[src/rtl/exu_inst_queue_pkg.sv]
// Shared EXU types: RV32I instruction word layout and the instruction-queue entry.
// Pure type/constant package; no ports, no logic.
// Imported by the instruction queue and its storage sub-module.

// Core register width; same value and guard as the ISA header so either may come first.
`ifndef RV_XLEN
`define RV_XLEN 32
`endif

package exu_inst_queue_pkg;

    // RV32I base instruction word (R-type field split; other formats overlay it).
    typedef struct packed {
        logic [6:0] funct7;
        logic [4:0] rs2;
        logic [4:0] rs1;
        logic [2:0] funct3;
        logic [4:0] rd;
        logic [6:0] opcode;
    } rv32i_inst_t;

    // One buffered fetch result: pc in the upper bits, instruction word below.
    typedef struct packed {
        logic [`RV_XLEN-1:0] pc;
        rv32i_inst_t         inst;
    } iq_entry_t;

    localparam int IQ_ENTRY_W = $bits(iq_entry_t);

endpackage

[src/rtl/exu_inst_queue_sync_fifo.sv]
// Generic synchronous FIFO: WIDTH-bit entries, DEPTH (power of two, >= 2) slots.
// Ports: push/wdata in, pop/rdata out (head read combinationally), flush clears
// pointers and count, full/empty/count status from registered state only.

`ifndef RV_XLEN
`define RV_XLEN 32
`endif

module exu_inst_queue_sync_fifo #(
    parameter  int WIDTH = 8,
    parameter  int DEPTH = 4,
    localparam int AW    = $clog2(DEPTH),
    localparam int CW    = AW + 1
) (
    input  logic             clk,
    input  logic             rst,
    input  logic             flush,
    input  logic             push,
    input  logic [WIDTH-1:0] wdata,
    input  logic             pop,
    output logic [WIDTH-1:0] rdata,
    output logic             full,
    output logic             empty,
    output logic [CW-1:0]    count
);

    logic [WIDTH-1:0] mem [DEPTH];
    logic [AW-1:0]    wp;
    logic [AW-1:0]    rp;
    logic [CW-1:0]    cnt;
    logic             do_push;
    logic             do_pop;

    // Requests are qualified by registered status only, so a pop in the same
    // cycle never frees a slot for a push into a full FIFO.
    assign full    = (cnt == CW'(DEPTH));
    assign empty   = (cnt == '0);
    assign do_push = push && !full && !flush;
    assign do_pop  = pop && !empty && !flush;

    // Pointers are exactly AW bits so they wrap DEPTH-1 -> 0 with no extra logic.
    always_ff @(posedge clk) begin
        if (rst || flush) begin
            wp  <= '0;
            rp  <= '0;
            cnt <= '0;
        end else begin
            if (do_push) wp <= wp + 1'b1;
            if (do_pop)  rp <= rp + 1'b1;
            case ({do_push, do_pop})
                2'b10:   cnt <= cnt + 1'b1;
                2'b01:   cnt <= cnt - 1'b1;
                default: cnt <= cnt;
            endcase
        end
    end

    // Storage is never cleared; stale slots are unreachable once pointers reset.
    always_ff @(posedge clk) begin
        if (do_push && !rst) mem[wp] <= wdata;
    end

    assign rdata = mem[rp];
    assign count = cnt;

    a_cnt_bound: assert property (@(posedge clk) disable iff (rst) cnt <= CW'(DEPTH));
    a_no_push_full: assert property (@(posedge clk) disable iff (rst) !(do_push && full));
    a_no_pop_empty: assert property (@(posedge clk) disable iff (rst) !(do_pop && empty));

endmodule

[src/rtl/exu_inst_queue.sv]
// Instruction queue between fetch and the EXU handlers: in-order buffer of {pc, inst}.
// Ports: in_vld/in_rdy/in_pc/in_inst from fetch; out_sel/out_pc/out_inst/out_done to
// the handlers; flush drops every entry; count reports occupancy. Head visible 1 cycle after push.

`ifndef RV_XLEN
`define RV_XLEN 32
`endif

module exu_inst_queue
    import exu_inst_queue_pkg::*;
#(
    parameter  int DEPTH = 4,
    localparam int CW    = $clog2(DEPTH) + 1
) (
    input  logic                clk,
    input  logic                rst,
    input  logic                flush,
    input  logic                in_vld,
    output logic                in_rdy,
    input  logic [`RV_XLEN-1:0] in_pc,
    input  rv32i_inst_t         in_inst,
    output logic                out_sel,
    output logic [`RV_XLEN-1:0] out_pc,
    output rv32i_inst_t         out_inst,
    input  logic                out_done,
    output logic [CW-1:0]       count
);

    iq_entry_t in_entry;
    iq_entry_t head;
    logic      full;
    logic      empty;

    assign in_entry.pc   = in_pc;
    assign in_entry.inst = in_inst;

    // The FIFO gates push with !full and pop with !empty internally, so
    // out_done while nothing is selected is harmless.
    exu_inst_queue_sync_fifo #(
        .WIDTH (IQ_ENTRY_W),
        .DEPTH (DEPTH)
    ) u_fifo (
        .clk   (clk),
        .rst   (rst),
        .flush (flush),
        .push  (in_vld),
        .wdata (in_entry),
        .pop   (out_done),
        .rdata (head),
        .full  (full),
        .empty (empty),
        .count (count)
    );

    assign in_rdy   = !full;
    assign out_sel  = !empty;
    assign out_pc   = head.pc;
    assign out_inst = head.inst;

endmodule
[config.mk]
export PLATFORM = sky130hd
export DESIGN_NAME = exu_inst_queue
export DESIGN_NICKNAME = d
export VERILOG_FILES = /design/src/rtl/exu_inst_queue_pkg.sv /design/src/rtl/exu_inst_queue_sync_fifo.sv /design/src/rtl/exu_inst_queue.sv
export SDC_FILE = /design/constraint.sdc
export NUM_CORES = 1
export LEC_CHECK = 0
export ABC_AREA = 1
export CAP_MARGIN = 20
export CORE_MARGIN = 5
export CORE_UTILIZATION = 61
export CTS_BUF_LIST = sky130_fd_sc_hd__clkbuf_4 sky130_fd_sc_hd__clkbuf_8
export DETAILED_ROUTE_END_ITERATION = 7
export PLACE_DENSITY = 0.88
export SETUP_SLACK_MARGIN = 0.4
export SYNTH_ARGS = -nofsm -noshare
export SYNTH_HDL_FRONTEND = slang
export SYNTH_SLANG_ARGS = --single-unit
[constraint.sdc]
create_clock -name clk -period 8.8 [get_ports clk]
set_clock_uncertainty 0.1 [all_clocks]
set_input_delay 0.88 -clock clk [delete_from_list [all_inputs] [get_ports clk]]
set_output_delay 0.88 -clock clk [all_outputs]
set_load 0.05 [all_outputs]
==> results.py <==
metrics = {
    "drt": {
        "drcViolationCount": 0,
        "vias_per_cell": 5.885,
        "vias": 6362,
        "wl_per_cell_um": 20.40,
        "ant_nets": 0,
        "drt_iter0_markers": 598,
        "dr.pass1.iters": 5,
        "routed_wl_um": 22050,
    },
    "power": {
        "vdd_drop_max_mv": 0.1258,
        "power_switching_mw": 0.5167,
        "p_leak_nw": 4.095,
        "p_total_mw": 2.453,
        "cellInternalPower_mw": 1.936,
        "combPwrFrac": 0.058,
        "p_per_area_nw_per_um2": 200.2,
        "p_clk_frac": 0.371,
        "switching_share": 0.2107,
        "pwr-share-seq": 0.570,
    },
    "setup_path": {
        "max_stage_delay_ns": 0.86,
        "worstPathArrival_ns": 3.56,
        "rr_endpoint": "u_fifo.mem[3][34]",
        "reg2reg_depth": 6,
        "crit_chain": "buf_4 > buf_16 > inv_4 > buf_16 > nor2_1 > o22ai_1 > clkdlybuf4s50_1",
        "rrSetupSlack_ns": 6.32,
        "crit_family": "buffers and inverters",
        "end_kind": "output pin",
        "startpoint_type": "flop",
        "worst-path-buf-inv": 5,
        "crit_type": "reg -> out",
        "crit_slowest_cell": "clkdlybuf4s50_1",
        "r2r-start": "u_fifo.count[1]",
        "crit_required_ns": 7.82,
        "crit_top_cell": "buf_16",
        "path_max_fanout": 87,
    },
    "grt": {
        "grt_pass1_vias": 6428,
        "grt_pass1_wl_um": 34210,
        "track_usage": 0.2241,
        "grt_max_degree": 130,
        "antenna_found_initial": 2,
        "grt-ovfl-total": 0,
    },
    "timing": {
        "worst_slack_ns": 4.264,
        "fmax_mhz": 220.4,
        "hold_violations": 0,
        "worst_pin_slew_ns": 0.9485,
        "finalSetupViolCount": 0,
        "final.min_clock_period_ns": 4.537,
        "relSlewSlack": 0.3676,
        "drv_slew": 0,
        "setup_tns_ns": 0,
        "post-route-period-util": 0.5155,
        "timing.hold.ws_ns": 0.3927,
        "rsz0062_at_grt": "false",
    },
    "place": {
        "place_hpwl_um": 12640,
        "dpl_cell_area_um2": 11480,
        "place_ws_ns": 4.536,
        "dp_cells": 1012,
        "portBuffers": 137,
        "gp_congestion": 0.8149,
    },
    "die": {
        "die_x_um": 138.0,
        "io_pins": 138,
        "fp.dieArea_um2": 19050,
        "rows": 46,
        "start_util": 0.6247,
        "die_h_um": 138.0,
        "design.core.area_um2": 16000,
    },
    "cells_and_area": {
        "stdcell_area_um2": 12250,
        "utilization": 0.7658,
        "insertedDiodeCount": 0,
        "layout.cells.non_filler": 1081,
        "drive_above_1_share": 0.08786,
        "fin_nets": 915,
        "area_growth_pct": 22.58,
    },
    "synth": {
        "syn-instance-count": 693,
        "synth-seq-cells": 265,
        "synth.cell_area_um2": 9996,
        "syn-num-nets": 768,
        "synth_top_area_share": 0.7691,
        "synth.area.top_cells": "edfxtp_1, nor2_1, o22ai_1",
        "yosysSeqAreaShare": 0.7871,
        "ys_types": 20,
        "yosys_warnings": 0,
        "avgSynthCellArea_um2": 14.42,
        "yosysTopAreaCell": "edfxtp_1",
    },
    "min_path": {
        "hold_depth": 2,
        "min_from": "u_fifo.rp[1]",
        "hold_path_class": "reg -> reg",
    },
    "clocking": {
        "clk_latency_ns": 0.52,
        "h-tree-depth": 2,
        "cts_resized": 0,
        "clockBufferDepth": 3,
        "cts_buffers": 40,
        "cts.sinks": 265,
        "hold_buffers": 0,
        "cts_tree": "yes",
        "cts-root-buf": "clkbuf_8",
        "clk_pin_slew_ns": 0.06,
        "postCtsSetupBuffers": 0,
    },
    "job": {
        "maxCapViolations": 0,
    },
    "outcome": {
        "run_status": "finished, final reports clean",
    },
}
==> metal layers <==
layer  GRT usage  routed length (um)  vias to the layer above  share of wire
met5           0                  23                        -         0.0010
met4     0.06552                 335                        4          0.015
met3     0.06276                1745                       35          0.079
met2      0.3656               11070                      285           0.50
met1      0.2993                8872                     3162           0.40
li1            -                   -                     2876              -
==> how the worst max path moves through the flow <==
stage	start	end	slack (ns)	cells past startpoint
global placement	flop	out_inst[0]	4.65	5
CTS	flop	out_pc[26]	3.97	6
detailed placement	flop	out_pc[26]	4.54	6
floorplan	u_fifo.count[0]	u_fifo.mem[0][0]	3.90	5
global route	flop	out_inst[7]	4.05	7
finish	flop	out_inst[7]	4.26	7
==> sequential cells by signal, summed over array words and instances (netlist names), named ones only <==
signal and count:
u_fifo.rp 2, u_fifo.mem 256, u_fifo.count 3, u_fifo.wp 2
==> cells in the final DEF (no fill, tap or decap) <==
cell type,n
inv_4,1
ha_1,5
dfxtp_4,1
clkdlybuf4s50_1,137
o21ai_1,56
inv_2,1
buf_16,2
clkinvlp_4,3
clkbuf_4,13
nand2_1,16
nor2_4,4
a21oi_1,5
o22ai_1,64
dfxtp_1,7
nor2_1,137
or2_1,1
dfxtp_2,1
clkinv_2,2
o21ai_0,74
inv_1,18
edfxtp_1,256
buf_12,2
nand3_1,4
clkinv_1,8
clkbuf_8,41
fa_1,1
buf_4,5
==> final cells by class <==
type,instances,area (um2)
Clock buffer,54,661.9
Multi-Input combinational cell,367,1804
Tap cell,216,270.3
Sequential cell,265,7873
Inverter,20,77.57
Fill cell,962,3747
Timing Repair Buffer,146,1504
Clock inverter,13,62.56
==> power by group through the flow <==
stage / combinational [mW] / clock [mW] / sequential, mW
finish: 0.143 / 0.911 / 1.40
global route: 0.150 / 0.985 / 1.40
CTS: 0.142 / 0.926 / 1.40
detailed placement: 0.142 / 0 / 1.43
global placement: 0.137 / 0 / 1.42
floorplan: 0.0650 / 0 / 1.43
==> worst min-delay path, cell delays in order (launching register included) <==
cell	delay, ns
dfxtp_1	0.32
nand2_1	0.06
a21oi_1	0.06
==> cell usage after synthesis, drive strengths merged <==
cell,n
a21oi,5
buf,20
clkbuf,21
clkinv,1
dfxtp,9
edfxtp,256
fa,1
ha,5
inv,19
nand2,16
nand3,4
nor2,141
o21ai,130
o22ai,64
or2,1
==> cell families (layout without fill, tap and decap cells) <==
logic type / Yosys count / count (layout) / synth area share
DFF: 265 / 265 / 0.7871
AOI/OAI and AO/OA: 199 / 199 / 0.1076
and+or+nand+nor: 162 / 162 / 0.06159
buffers and inverters: 61 / 233 / 0.03542
adders and majority gates: 6 / 6 / 0.008261
Note: power is estimated with default switching activity, not from simulation.
